`src/rtl/cpu_pkg.sv`:
```
// -----------------------------------------------------------------------------
// cpu_pkg
// Definitions shared by the ALU writeback stage:
//   DATA_W              default ALU result width
//   OP_*                ALU control codes 000-110 (111 is the no-flag op)
//   COND_*              branch condition codes
//   flags_t             architectural Z/N/C flags
//   cond_taken()        resolves a branch condition against a flags value
// -----------------------------------------------------------------------------
package cpu_pkg;

    localparam int DATA_W = 18;

    localparam logic [2:0] OP_ADD  = 3'b000;
    localparam logic [2:0] OP_AND  = 3'b001;
    localparam logic [2:0] OP_NAND = 3'b010;
    localparam logic [2:0] OP_NOR  = 3'b011;
    localparam logic [2:0] OP_SUB  = 3'b100;
    localparam logic [2:0] OP_ADDI = 3'b101;
    localparam logic [2:0] OP_ANDI = 3'b110;

    localparam logic [2:0] COND_ALWAYS = 3'b000;
    localparam logic [2:0] COND_Z      = 3'b001;
    localparam logic [2:0] COND_NZ     = 3'b010;
    localparam logic [2:0] COND_N      = 3'b011;
    localparam logic [2:0] COND_NN     = 3'b100;
    localparam logic [2:0] COND_C      = 3'b101;
    localparam logic [2:0] COND_NC     = 3'b110;
    localparam logic [2:0] COND_NEVER  = 3'b111;

    typedef struct packed {
        logic z;
        logic n;
        logic c;
    } flags_t;

    function automatic logic cond_taken(input logic [2:0] cond, input flags_t f);
        logic taken;
        taken = 1'b0;
        case (cond)
            COND_ALWAYS: taken = 1'b1;
            COND_Z:      taken = f.z;
            COND_NZ:     taken = ~f.z;
            COND_N:      taken = f.n;
            COND_NN:     taken = ~f.n;
            COND_C:      taken = f.c;
            COND_NC:     taken = ~f.c;
            default:     taken = 1'b0;
        endcase
        return taken;
    endfunction

endpackage

```
`src/rtl/alu_wb_stage_if.sv`:
```
// -----------------------------------------------------------------------------
// alu_wb_stage_if
// Upstream (ALU entry) and downstream (writeback entry) handshake bundle.
//   in_valid/in_ready        ALU entry handshake
//   in_result, in_zero/negative/carry, in_alu_op, in_rd, in_wen,
//   in_is_branch, in_cond    ALU entry payload
//   out_valid/out_ready      writeback handshake
//   out_data, out_rd, out_wen, out_taken   writeback payload
// Modports: slave = the stage itself, master = the surrounding pipeline.
// -----------------------------------------------------------------------------
interface alu_wb_stage_if #(
    parameter int DATA_W = cpu_pkg::DATA_W,
    parameter int REG_AW = 4
);
    logic              in_valid;
    logic              in_ready;
    logic [DATA_W-1:0] in_result;
    logic              in_zero;
    logic              in_negative;
    logic              in_carry;
    logic [2:0]        in_alu_op;
    logic [REG_AW-1:0] in_rd;
    logic              in_wen;
    logic              in_is_branch;
    logic [2:0]        in_cond;

    logic              out_valid;
    logic              out_ready;
    logic [DATA_W-1:0] out_data;
    logic [REG_AW-1:0] out_rd;
    logic              out_wen;
    logic              out_taken;

    modport slave (
        input  in_valid, in_result, in_zero, in_negative, in_carry,
               in_alu_op, in_rd, in_wen, in_is_branch, in_cond, out_ready,
        output in_ready, out_valid, out_data, out_rd, out_wen, out_taken
    );

    modport master (
        output in_valid, in_result, in_zero, in_negative, in_carry,
               in_alu_op, in_rd, in_wen, in_is_branch, in_cond, out_ready,
        input  in_ready, out_valid, out_data, out_rd, out_wen, out_taken
    );
endinterface

```
`src/rtl/wb_skid_fifo.sv`:
```
// -----------------------------------------------------------------------------
// wb_skid_fifo
// Entry buffer between the ALU and the writeback consumer.
//   clk, rst                 clock, synchronous active-high reset
//   in_valid/in_ready/in_data    push side
//   out_valid/out_ready/out_data pop side (in order)
// Build option ALU_WB_SKID_EN:
//   defined   -> 2-entry buffer, in_ready registered as occupancy < 2
//   undefined -> 1-entry register, in_ready = !out_valid | out_ready
// -----------------------------------------------------------------------------
module wb_skid_fifo #(
    parameter int W = 8
) (
    input  logic         clk,
    input  logic         rst,
    input  logic         in_valid,
    output logic         in_ready,
    input  logic [W-1:0] in_data,
    output logic         out_valid,
    input  logic         out_ready,
    output logic [W-1:0] out_data
);

`ifdef ALU_WB_SKID_EN
    logic [1:0]   count;
    logic [1:0]   count_next;
    logic [W-1:0] head;
    logic [W-1:0] tail;
    logic         ready_q;
    logic         push;
    logic         pop;

    assign push      = in_valid & ready_q;
    assign pop       = out_ready & (count != 2'd0);
    assign in_ready  = ready_q;
    assign out_valid = (count != 2'd0);
    assign out_data  = head;

    // NOTE: every variable assigned in always_comb gets a default first,
    // otherwise the untaken paths infer a latch.
    always_comb begin
        count_next = count;
        if (push && !pop) begin
            count_next = count + 2'd1;
        end else if (!push && pop) begin
            count_next = count - 2'd1;
        end
    end

    // NOTE: sequential state uses non-blocking assignments so every flop
    // samples pre-edge values regardless of statement order.
    always_ff @(posedge clk) begin
        if (rst) begin
            count   <= 2'd0;
            ready_q <= 1'b0;
            head    <= '0;
        end else begin
            count   <= count_next;
            // Registered ready: look ahead at next occupancy.
            ready_q <= (count_next != 2'd2);
            if (pop) begin
                if (count == 2'd2) begin
                    head <= tail;
                end else if (push) begin
                    head <= in_data;
                end
            end else if (push && count == 2'd0) begin
                head <= in_data;
            end
        end
    end

    // NOTE: the second slot is not reset; it is only read after a push has
    // written it, so a reset would add muxing for no observable benefit.
    always_ff @(posedge clk) begin
        if (push && !pop && count == 2'd1) begin
            tail <= in_data;
        end
    end
`else
    logic         valid;
    logic         ready_en;
    logic [W-1:0] head;
    logic         push;
    logic         pop;

    // ready_en holds in_ready low during reset and releases it one edge later.
    assign in_ready  = ready_en & (~valid | out_ready);
    assign push      = in_valid & in_ready;
    assign pop       = valid & out_ready;
    assign out_valid = valid;
    assign out_data  = head;

    always_ff @(posedge clk) begin
        if (rst) begin
            valid    <= 1'b0;
            ready_en <= 1'b0;
            head     <= '0;
        end else begin
            ready_en <= 1'b1;
            valid    <= push | (valid & ~pop);
            if (push) begin
                head <= in_data;
            end
        end
    end
`endif

endmodule

```
`src/rtl/alu_wb_stage.sv`:
```
// -----------------------------------------------------------------------------
// alu_wb_stage
// Writeback stage after the ALU: updates the Z/N/C flags register from ALU
// entries, resolves conditional branches against that register, and buffers
// the resulting writeback entries in order.
//   clk, rst             clock, synchronous active-high reset
//   bus (slave)          ALU entry in, writeback entry out (alu_wb_stage_if)
//   flag_z/flag_n/flag_c architectural flags register
// Build option ALU_WB_SKID_EN selects the 2-entry buffer in wb_skid_fifo.
// -----------------------------------------------------------------------------
module alu_wb_stage
    import cpu_pkg::*;
#(
    parameter int DATA_W = cpu_pkg::DATA_W,
    parameter int REG_AW = 4
) (
    input  logic           clk,
    input  logic           rst,
    alu_wb_stage_if.slave  bus,
    output logic           flag_z,
    output logic           flag_n,
    output logic           flag_c
);

    localparam int ENTRY_W = DATA_W + REG_AW + 2;

    flags_t               flags;
    logic                 fifo_ready;
    logic                 fifo_valid;
    logic                 push;
    logic                 branch_taken;
    logic [ENTRY_W-1:0]   entry_in;
    logic [ENTRY_W-1:0]   entry_out;

    assign push         = bus.in_valid & fifo_ready;
    assign bus.in_ready = fifo_ready;
    assign bus.out_valid = fifo_valid;

    // Branches see the flags as they stand before this edge.
    assign branch_taken = cond_taken(bus.in_cond, flags);

    // Branches never write the register file; non-branches are never taken.
    assign entry_in = {bus.in_result,
                       bus.in_rd,
                       bus.in_wen & ~bus.in_is_branch,
                       bus.in_is_branch & branch_taken};

    assign {bus.out_data, bus.out_rd, bus.out_wen, bus.out_taken} = entry_out;

    assign flag_z = flags.z;
    assign flag_n = flags.n;
    assign flag_c = flags.c;

    always_ff @(posedge clk) begin
        if (rst) begin
            flags <= '0;
        end else if (push && !bus.in_is_branch) begin
            case (bus.in_alu_op)
                OP_ADD, OP_ADDI, OP_SUB: begin
                    flags <= '{z: bus.in_zero, n: bus.in_negative, c: bus.in_carry};
                end
                OP_AND, OP_NAND, OP_NOR, OP_ANDI: begin
                    flags <= '{z: bus.in_zero, n: bus.in_negative, c: 1'b0};
                end
                default: begin
                    // 111 leaves the flags untouched.
                end
            endcase
        end
    end

    wb_skid_fifo #(
        .W(ENTRY_W)
    ) u_fifo (
        .clk      (clk),
        .rst      (rst),
        .in_valid (bus.in_valid),
        .in_ready (fifo_ready),
        .in_data  (entry_in),
        .out_valid(fifo_valid),
        .out_ready(bus.out_ready),
        .out_data (entry_out)
    );

endmodule

```
`src/flat_wrapper.sv`:
```
// flat-port wrapper written by rule: the top's interface ports become plain ports
module alu_wb_stage_flat import cpu_pkg::*;
#(
    parameter int DATA_W = cpu_pkg::DATA_W,
    parameter int REG_AW = 4
)
  (clk, rst, flag_z, flag_n, flag_c, bus_in_valid, bus_in_result, bus_in_zero, bus_in_negative, bus_in_carry, bus_in_alu_op, bus_in_rd, bus_in_wen, bus_in_is_branch, bus_in_cond, bus_out_ready, bus_in_ready, bus_out_valid, bus_out_data, bus_out_rd, bus_out_wen, bus_out_taken);
  alu_wb_stage_if #(.DATA_W(DATA_W), .REG_AW(REG_AW)) bus_i ();
  input  logic clk;
  input  logic rst;
  output logic flag_z;
  output logic flag_n;
  output logic flag_c;
  input wire logic [$bits(bus_i.in_valid)-1:0] bus_in_valid;
  input wire logic [$bits(bus_i.in_result)-1:0] bus_in_result;
  input wire logic [$bits(bus_i.in_zero)-1:0] bus_in_zero;
  input wire logic [$bits(bus_i.in_negative)-1:0] bus_in_negative;
  input wire logic [$bits(bus_i.in_carry)-1:0] bus_in_carry;
  input wire logic [$bits(bus_i.in_alu_op)-1:0] bus_in_alu_op;
  input wire logic [$bits(bus_i.in_rd)-1:0] bus_in_rd;
  input wire logic [$bits(bus_i.in_wen)-1:0] bus_in_wen;
  input wire logic [$bits(bus_i.in_is_branch)-1:0] bus_in_is_branch;
  input wire logic [$bits(bus_i.in_cond)-1:0] bus_in_cond;
  input wire logic [$bits(bus_i.out_ready)-1:0] bus_out_ready;
  output wire logic [$bits(bus_i.in_ready)-1:0] bus_in_ready;
  output wire logic [$bits(bus_i.out_valid)-1:0] bus_out_valid;
  output wire logic [$bits(bus_i.out_data)-1:0] bus_out_data;
  output wire logic [$bits(bus_i.out_rd)-1:0] bus_out_rd;
  output wire logic [$bits(bus_i.out_wen)-1:0] bus_out_wen;
  output wire logic [$bits(bus_i.out_taken)-1:0] bus_out_taken;
  assign bus_i.in_valid = bus_in_valid;
  assign bus_i.in_result = bus_in_result;
  assign bus_i.in_zero = bus_in_zero;
  assign bus_i.in_negative = bus_in_negative;
  assign bus_i.in_carry = bus_in_carry;
  assign bus_i.in_alu_op = bus_in_alu_op;
  assign bus_i.in_rd = bus_in_rd;
  assign bus_i.in_wen = bus_in_wen;
  assign bus_i.in_is_branch = bus_in_is_branch;
  assign bus_i.in_cond = bus_in_cond;
  assign bus_i.out_ready = bus_out_ready;
  assign bus_in_ready = bus_i.in_ready;
  assign bus_out_valid = bus_i.out_valid;
  assign bus_out_data = bus_i.out_data;
  assign bus_out_rd = bus_i.out_rd;
  assign bus_out_wen = bus_i.out_wen;
  assign bus_out_taken = bus_i.out_taken;
  alu_wb_stage #(.DATA_W(DATA_W), .REG_AW(REG_AW)) u_core (.clk(clk), .rst(rst), .bus(bus_i), .flag_z(flag_z), .flag_n(flag_n), .flag_c(flag_c));
endmodule
```
`config.mk`:
```
export PLATFORM = sky130hd
export DESIGN_NAME = alu_wb_stage_flat
export DESIGN_NICKNAME = d
export VERILOG_FILES = /design/src/rtl/cpu_pkg.sv /design/src/rtl/alu_wb_stage_if.sv /design/src/rtl/wb_skid_fifo.sv /design/src/rtl/alu_wb_stage.sv /design/src/flat_wrapper.sv
export SDC_FILE = /design/constraint.sdc
export NUM_CORES = 1
export LEC_CHECK = 0
export CORE_UTILIZATION = 35
export DETAILED_ROUTE_END_ITERATION = 12
export PLACE_DENSITY = 0.84
export SYNTH_ARGS = -nofsm -noshare
export SYNTH_HDL_FRONTEND = slang
export SYNTH_SLANG_ARGS = --single-unit
```
`constraint.sdc`:
```
create_clock -name clk -period 2.4 [get_ports clk]
set_input_delay 0.6 -clock clk [delete_from_list [all_inputs] [get_ports clk]]
set_output_delay 0.6 -clock clk [all_outputs]
set_load 0.1 [all_outputs]
```
Yosys cells after proc, flatten, opt, wreduce, memory -nomap -nowiden
Cells that the tools add are included.

storage, ports and cells
  flip-flop bits (word level) = 29
  latch bits = 0
  bits in writable memories = 0
  bits in read-only memories = 0
  bits of input ports = 37
  word-level logic and storage cells = 43
  memories kept = 0

cells by class
  add/sub/neg operators = 0
  multiply operators = 0
  divide/modulo/power cells = 0
  $lt $le $gt $ge = 0
  equal/unequal tests = 12
  shift-type cells = 0
  multiplexer cells = 3
  bitwise gates (word level) = 14
  reduce and logical (&&, ||, !) cells = 8

operators by type and width
  cell                  count
  $eq A3 B3 Y1 const B  6
  $eq A3 B2 Y1 const B  4
  $pmux W1 S7           1
  $and A1 B1 Y1         6
  $eq A3 B1 Y1 const B  2
  $logic_not A3 Y1      2
  $not A1 Y1            6
  $pmux W3 S2           1
  $reduce_or A4 Y1      1
  $reduce_or A3 Y1      1
  $or A1 B1 Y1          2
  $reduce_and A2 Y1     1
  $reduce_bool A2 Y1    1
  $logic_and A1 B1 Y1   1
  $logic_not A1 Y1      1
  $mux W1               1

Depth between registers and ports, before layout
Gate-level depths: netlist (run 1).

  word-level depth = 6
  mapped depth = 5
  depth with buffers taken out = 4

Cells and area by module
Synthesis (run 1) repeated with hierarchy kept, for this count alone.

second synthesis, totals
  cells, all modules = 140
  area, all modules = 1288.7 µm²

by module, submodules not included
  module        times used  cells each  area each (µm²)  seq. area each (µm²)
  wb_skid_fifo  1           112         1068.5           520.5
  alu_wb_stage  1           28          220.2            60.1

Worst setup path after synthesis (run 1)
Ideal clock, no wire load.

  path type = reg-to-output
  from = register u_core.u_fifo.valid, in the netlist u_core.u_fifo.out_valid
  to = output port bus_in_ready
  arrival time = 1656 ps
  required time = 1800 ps
  setup slack = 144 ps
  stages on the path, launching flop included = 3
  path buffers = 0
  cells stage by stage = dfxtp_1 nand2b_1 and2_1

between the ends
  cells in the longest elaborated chain, start to end = 3

ends and longest elaborated chain
  item                    RTL line             text
  start, declared         wb_skid_fifo.sv:81   logic valid;
  start signal, assigned  wb_skid_fifo.sv:101  valid <= push | (valid & ~pop);
  $not A1 Y1              wb_skid_fifo.sv:88   assign in_ready = ready_en & (~valid | out_ready);
  $or A1 B1 Y1            wb_skid_fifo.sv:88
  $and A1 B1 Y1           wb_skid_fifo.sv:88
  end, declared           flat_wrapper.sv:25   output wire logic [$bits(bus_i.in_ready)-1:0] bus_in_ready;

Every way passes these cells.

Worst setup path after layout (run 1)
  from = input port bus_out_ready
  to = output port bus_in_ready

between the ends
  cells in the longest elaborated chain, start to end = 2

ends and longest elaborated chain
  item             RTL line            text
  start, declared  flat_wrapper.sv:24  input wire logic [$bits(bus_i.out_ready)-1:0] bus_out_ready;
  $or A1 B1 Y1     wb_skid_fifo.sv:88
  $and A1 B1 Y1    wb_skid_fifo.sv:88

Every way passes these cells.

==> results of run 1 <==
[power groups by stage]
stage / sequential (mW) / combinational (mW) / clock, mW
floorplan: 0.676 / 0.0636 / 0
global placement: 0.525 / 0.329 / 0
detailed placement: 0.526 / 0.330 / 0
CTS: 0.515 / 0.331 / 0.305
global route: 0.517 / 0.345 / 0.324
finish: 0.515 / 0.329 / 0.287
[path summary, 6_finish.rpt]
| check | endpoint | slack (ns) |
|---|---|---|
| setup / recovery | bus_in_ready | 0.21 |
| hold / removal | u_core.u_fifo.out_data[1] | 0.46 |
| setup reg to reg | u_core.flag_z | 1.11 |
| hold reg to reg | u_core.u_fifo.out_data[1] | 0.46 |
[worst reg2reg max path: stages (launching register included)]
cell	delay (ns)
dfxtp_1	0.33
and2b_4	0.18
nor4_4	0.39
mux2i_1	0.23
nor2_1	0.05
[cells by family after synthesis]
| kind of cell | after synthesis | share of synthesized area (%) |
|---|---|---|
| compound gates | 29 | 13.4 |
| buf+inv | 8 | 3.15 |
| flops | 29 | 52.2 |
| mux | 4 | 3.71 |
| simple gates | 65 | 27.6 |
[registers in the layout (all words and copies together), names as in the netlist]
signal	cells
u_core.u_fifo.out_data	24
u_core.flag_c	1
u_core.flag_n	1
u_core.flag_z	1
u_core.u_fifo.out_valid	1
u_core.u_fifo.ready_en	1
[layout by cell type (no fill, tap or decap), types with 3 or more instances in the layout]
master	n
nand2_1	47
clkdlybuf4s50_1	36
buf_4	34
dfxtp_1	29
a21oi_1	25
clkbuf_4	5
mux2i_1	3
nor2_1	3
[area by class of cell]
cell class	count	area [um^2]	share of cell area (%)
tap	44	55.1	3.01
timing repair buffer	71	636	34.8
clock buffer	7	55.1	3.01
sequential	29	581	31.8
inverter	1	3.75	0.205
multi-input combinational	98	497	27.2
[metrics by stage]
stage	setup WS, ns	hold WS, ns	util [%]
floorplan	0.144	0.564	-
global placement	0.240	0.443	58.5
detailed placement	0.212	0.449	58.5
CTS	0.217	0.460	60.3
global route	0.172	0.482	60.3
finish	0.207	0.457	60.3
[metal layers]
metal / vias up / routed length, um / part of all wire [%] / GRT usage, %
li1: 589 / - / - / -
met1: 491 / 1110 / 43 / 18.6
met2: 46 / 1280 / 49 / 29.9
met3: 2 / 214 / 8.2 / 5.49
met4: 0 / 7 / 0.27 / 5.10
met5: - / 0 / 0 / 0
==> out/metrics.json, run 1 <==
{
  "logic_synthesis": {
    "yosys_most_used_dff": "dfxtp_1",
    "yosys_register_bits": 29,
    "mappedNetlistNets": 172,
    "ys_warn_count": 0,
    "syn_avg_cell_area_um2": 8.24,
    "synth.top_cells.by_area": "dfxtp_1 (52%), nand2_1 (16%), a21oi_1 (11%)",
    "synth_most_common_cell": "nand2_1",
    "netlist_area_mm2": 0.00111,
    "synthCells": 135,
    "sequential_area_share_after_synthesis_pct": 52.2,
    "async_flop_share_pct": 0,
    "area_share_of_the_largest_cell_type_after_synthesis_pct": 52.2,
    "synth_enable_flop_cells": 0,
    "synth_largest_area_cell": "dfxtp_1",
    "synth.lib_cells_used.distinct": 24,
    "synth_common_cells": "nand2_1 (47), dfxtp_1 (29), a21oi_1 (25)"
  },
  "pwr": {
    "worst_ir_drop_vdd_uv": 366,
    "internal_power_mw": 0.750,
    "seq_power_share_pct": 45.5,
    "share_clk_of_total_power_pct": 25.4,
    "fraction_of_power_spent_switching_nets_pct": 33.6,
    "power.share.combinational_pct": 29.1,
    "power.density_mw_per_mm2": 619,
    "net-switching-power_mw": 0.380,
    "p_total_mw": 1.13,
    "static-leakage-power_nw": 0.746
  },
  "worst_hold_path": {
    "holdPathStages": 2,
    "hold_class": "flop to flop",
    "min-delay-start": "u_core.u_fifo.out_data[1]"
  },
  "sta": {
    "post-route-period-util_pct": 91.4,
    "final_report_setup_violation_count": 0,
    "worstMarginPinSlew_ns": 0.366,
    "max_slew_margin_pct": 75.4,
    "finalHoldViolations": 0,
    "post_route_setup_tns_ns": 0,
    "rsz0062_at_grt": "no",
    "slew_viol_final": 0,
    "layout_min_cycle_time_ns": 2.19,
    "max_clock_freq_mhz": 456,
    "skew_ns": 0.00836
  },
  "setup_path": {
    "slowest_delay_ns": 0.46,
    "path_buf_inv": 2,
    "critPathKind": "input pin to output pin",
    "rr_worst_depth": 4,
    "crit_slowest_cell": "clkdlybuf4s50_1",
    "r2r-start": "u_core.u_fifo.out_valid",
    "timing.critical_path.from": "bus_out_ready",
    "critical_path_peak_fanout": 3,
    "worst_setup_path_start_kind": "input pin",
    "crit_cells": 4,
    "critical_path.cell_chain": "clkdlybuf4s50_1 -> nand2b_1 -> and2_1 -> buf_12",
    "family_with_the_most_delay_on_the_worst_path": "buffers and inverters",
    "worstPathRequired_ns": 1.80,
    "worstSetupEndpointType": "output pin",
    "worst_ep_arrival_time_ns": 1.59
  },
  "place": {
    "place_congestion": 0.737,
    "place_area_mm2": 0.00177,
    "place.detailed.hpwl_um": 2020,
    "dp_cells": 243,
    "io_buffers": 65
  },
  "drt": {
    "postRouteAntennaNets": 0,
    "vias": 1128,
    "detail_route.wl_per_cell_um": 10.5,
    "post_drt_via_cell_ratio": 4.51,
    "drc_errors": 0,
    "firstDrtPassIters": 4,
    "initialDrtViolationCount": 43,
    "wirelength_um": 2610
  },
  "clock_tree": {
    "clk-insertion-delay-late_ns": 0.30,
    "tritoncts.num_buffers": 5,
    "numClockSinks": 29,
    "cts.repair_timing.setup_buffer_count": 0,
    "clkSlewWorstSetupHoldPaths_ns": 0.09,
    "post_cts_hold_buffer_count": 0,
    "cts_resized": 0,
    "tritoncts": "done",
    "cts.path.max_buffers": 2,
    "h-tree-depth": 2,
    "clockRootBuffer": "clkbuf_4"
  },
  "finish": {
    "fill_cells": 301,
    "post_route_cells_drive_above_1_share_pct": 21.8,
    "final_cell_area_mm2": 0.00183,
    "area_growth_syn_to_layout_pct": 64.2,
    "fin_nets": 243,
    "num_antenna_cells": 0,
    "post_layout_nonfiller_instances": 250
  },
  "global_routing": {
    "grt_use_total_pct": 16.6,
    "first_global_vias": 1015,
    "globalRoute.totalOverflow": 0,
    "global_route_wire_length_before_repair_um": 4260,
    "antenna_found_initial": 0,
    "grt_max_degree": 17
  },
  "floorplanning": {
    "core_area_mm2": 0.00303,
    "initial_core_util_pct": 36.7,
    "die_h_um": 58.4,
    "die_w_um": 58.4,
    "io_pins": 66,
    "total_die_area_mm2": 0.00341,
    "core.rowCount": 20
  },
  "run_status": {
    "run_status": "finished, final reports clean"
  },
  "flow_run": {
    "drv_cap": 0
  }
}
Note: power is estimated with default switching activity, not from simulation.
==> inputs of run 2 (changes only) <==
--- a/config.mk
+++ b/config.mk
@@ -6,7 +6,9 @@
 export NUM_CORES = 1
 export LEC_CHECK = 0
 export CORE_UTILIZATION = 35
+export CTS_CLUSTER_SIZE = 8
 export DETAILED_ROUTE_END_ITERATION = 12
+export MAX_ROUTING_LAYER = met4
 export PLACE_DENSITY = 0.84
 export SYNTH_ARGS = -nofsm -noshare
 export SYNTH_HDL_FRONTEND = slang
==> run 2 against run 1 <==
  * Maximum frequency stayed put
  * Register-to-register slack hardly changed
  * Via count is 0.27% lower
  * Core utilization stayed put
  * Worst hold slack hardly changed
  * Final cell count stayed put
  * Setup slack stayed put
  * Flip-flop and latch count stayed put
  * Clock skew hardly changed
  * Critical endpoint unchanged
  * Largest cell class unchanged
==> out/metrics.json, run 2 (synthesis gave the netlist of run 1 again) <==
{
  "sta": {
    "final_report_setup_violation_count": {"value": 0, "change": "unchanged"},
    "rsz0062_at_grt": "no",
    "worstMarginPinSlew": {"value": 0.367, "unit": "ns", "change": "+0.000379 ns"},
    "max_slew_margin": {"value": 75.4, "unit": "%", "change": "about the same"},
    "layout_min_cycle_time": {"value": 2.19, "unit": "ns", "change": "unchanged"},
    "skew": {"value": 0.00831, "unit": "ns", "change": "-0.0000497 ns"},
    "max_clock_freq": {"value": 456, "unit": "MHz", "change": "unchanged"},
    "post_route_setup_tns": {"value": 0, "unit": "ns", "change": "unchanged"},
    "finalHoldViolations": {"value": 0, "change": "unchanged"},
    "slew_viol_final": {"value": 0, "change": "unchanged"},
    "post-route-period-util": {"value": 91.4, "unit": "%", "change": "unchanged"},
    "worst_hold_slack": {"value": 0.457, "unit": "ns", "change": "-0.00000300 ns"}
  },
  "clock_tree": {
    "post_cts_hold_buffer_count": {"value": 0, "change": "unchanged"},
    "cts.path.max_buffers": {"value": 2, "change": "unchanged"},
    "cts.repair_timing.setup_buffer_count": {"value": 0, "change": "unchanged"},
    "cts_resized": {"value": 0, "change": "unchanged"},
    "h-tree-depth": {"value": 2, "change": "unchanged"},
    "numClockSinks": {"value": 29, "change": "unchanged"},
    "clockRootBuffer": "clkbuf_4",
    "clkSlewWorstSetupHoldPaths": {"value": 0.09, "unit": "ns", "change": "about the same"},
    "tritoncts": "done",
    "tritoncts.num_buffers": {"value": 5, "change": "unchanged"},
    "clk-insertion-delay-late": {"value": 0.30, "unit": "ns", "change": "about the same"}
  },
  "floorplanning": {
    "core.rowCount": {"value": 20, "change": "unchanged"},
    "core_area": {"value": 0.00303, "unit": "mm^2", "change": "unchanged"},
    "io_pins": {"value": 66, "change": "unchanged"},
    "initial_core_util": {"value": 36.7, "unit": "%", "change": "unchanged"},
    "total_die_area": {"value": 0.00341, "unit": "mm^2", "change": "unchanged"},
    "die_h": {"value": 58.4, "unit": "um", "change": "unchanged"},
    "die_w": {"value": 58.4, "unit": "um", "change": "unchanged"}
  },
  "setup_path": {
    "r2r-start": "u_core.u_fifo.out_valid",
    "rr_worst_depth": {"value": 4, "change": "unchanged"},
    "worst_ep_arrival_time": {"value": 1.59, "unit": "ns", "change": "about the same"},
    "timing.critical_path.from": "bus_out_ready",
    "reg2reg_to": "u_core.flag_z",
    "critical_path_peak_fanout": {"value": 3, "change": "unchanged"},
    "worstSetupEndpointType": "output pin",
    "ff2ff_setup_slack": {"value": 1.11, "unit": "ns", "change": "about the same"},
    "worst_setup_path_start_kind": "input pin",
    "critPathKind": "input pin to output pin",
    "worstPathRequired": {"value": 1.80, "unit": "ns", "change": "about the same"}
  },
  "finish": {
    "fin_nets": {"value": 243, "change": "unchanged"},
    "final_cell_area": {"value": 0.00183, "unit": "mm^2", "change": "unchanged"},
    "num_antenna_cells": {"value": 0, "change": "unchanged"},
    "layout.cells.most_common": "nand2_1",
    "final-seq-area": {"value": 581, "unit": "um^2", "change": "unchanged"},
    "fill_cells": {"value": 301, "change": "unchanged"},
    "most-common-layout-cells": "nand2_1 (47), clkdlybuf4s50_1 (36), buf_4 (34)",
    "postLayoutCoreUtil": {"value": 60.3, "unit": "%", "change": "unchanged"},
    "area_growth_syn_to_layout": {"value": 64.2, "unit": "%", "change": "unchanged"},
    "number_of_flip_flops_in_the_largest_register": {"value": 24, "change": "unchanged"},
    "multi_input_area": {"value": 497, "unit": "um^2", "change": "unchanged"},
    "post_route_cells_drive_above_1_share": {"value": 21.8, "unit": "%", "change": "unchanged"}
  },
  "global_routing": {
    "grt_use_total": {"value": 17.1, "unit": "%", "change": "+0.50 points"},
    "antenna_found_initial": {"value": 0, "change": "unchanged"},
    "grt_max_degree": {"value": 17, "change": "unchanged"},
    "globalRoute.totalOverflow": {"value": 0, "change": "unchanged"},
    "global_route_wire_length_before_repair": {"value": 4260, "unit": "um", "change": "-0.16%"},
    "first_global_vias": {"value": 1016, "change": "+0.099%"}
  },
  "drt": {
    "drc_errors": {"value": 0, "change": "unchanged"},
    "initialDrtViolationCount": {"value": 45, "change": "+4.7%"},
    "wirelength": {"value": 2620, "unit": "um", "change": "+0.27%"},
    "post_drt_via_cell_ratio": {"value": 4.50, "change": "-0.27%"},
    "firstDrtPassIters": {"value": 4, "change": "unchanged"},
    "detail_route.wl_per_cell": {"value": 10.5, "unit": "um", "change": "+0.27%"},
    "postRouteAntennaNets": {"value": 0, "change": "unchanged"},
    "vias": {"value": 1125, "change": "-0.27%"}
  },
  "flow_run": {
    "drv_cap": {"value": 0, "change": "unchanged"}
  },
  "worst_hold_path": {
    "hold_class": "flop to flop",
    "holdPathStages": {"value": 2, "change": "unchanged"},
    "hold_path_end": "u_core.u_fifo.out_data[1]",
    "min-delay-start": "u_core.u_fifo.out_data[1]"
  },
  "place": {
    "place_area": {"value": 0.00177, "unit": "mm^2", "change": "unchanged"},
    "place_congestion": {"value": 0.746, "change": "+1.2%"},
    "place.detailed.hpwl": {"value": 2020, "unit": "um", "change": "unchanged"},
    "io_buffers": {"value": 65, "change": "unchanged"}
  },
  "pwr": {
    "power.density": {"value": 619, "unit": "mW/mm^2", "change": "about the same"},
    "worst_ir_drop_vdd": {"value": 365, "unit": "uV", "change": "about the same"},
    "static-leakage-power": {"value": 0.746, "unit": "nW", "change": "unchanged"}
  },
  "run_status": {
    "run_status": "finished, final reports clean"
  }
}
[run 2: area by class of cell]
cell class | count | share of cell area (%)
Sequential cell | 29 | 31.8
Clock buffer | 7 | 3.01
Multi-Input combinational cell | 98 | 27.2
Tap cell | 44 | 3.01
Timing Repair Buffer | 71 | 34.8
Inverter | 1 | 0.205
[run 2: how the worst max path moves through the flow]
stage	endpoint	cells after the start
after detailed placement	bus_in_ready	4
after floorplan	bus_in_ready	2
after global routing	bus_in_ready	4
final	bus_in_ready	4
after global placement	bus_in_ready	4
after CTS	bus_in_ready	4
[run 2: critical path, cell delays in order]
cell             delay (ns)
clkdlybuf4s50_1        0.46
nand2b_1               0.15
and2_1                 0.19
buf_12                 0.18
[run 2: power by group]
part	switching, mW	total, mW	leakage (nW)	internal (mW)
Combinational	0.220	0.329	0.478	0.109
Clock	0.148	0.286	0.0314	0.138
Sequential	0.0118	0.515	0.237	0.503
Total	0.380	1.13	0.746	0.750
[run 2: layer usage]
layer	routed length, um	GRT usage (%)
met5	0	-
met4	0	5.10
met3	203	5.05
met2	1280	29.9
met1	1140	18.9
[run 2: metrics by stage]
step           total power, mW  setup WS, ns  cells
6_report                  1.13         0.207    250
5_1_grt                   1.19         0.172    250
4_1_cts                   1.15         0.217    250
3_5_place_dp             0.857         0.212    243
3_3_place_gp             0.854         0.240    243
2_1_floorplan            0.740         0.144    135
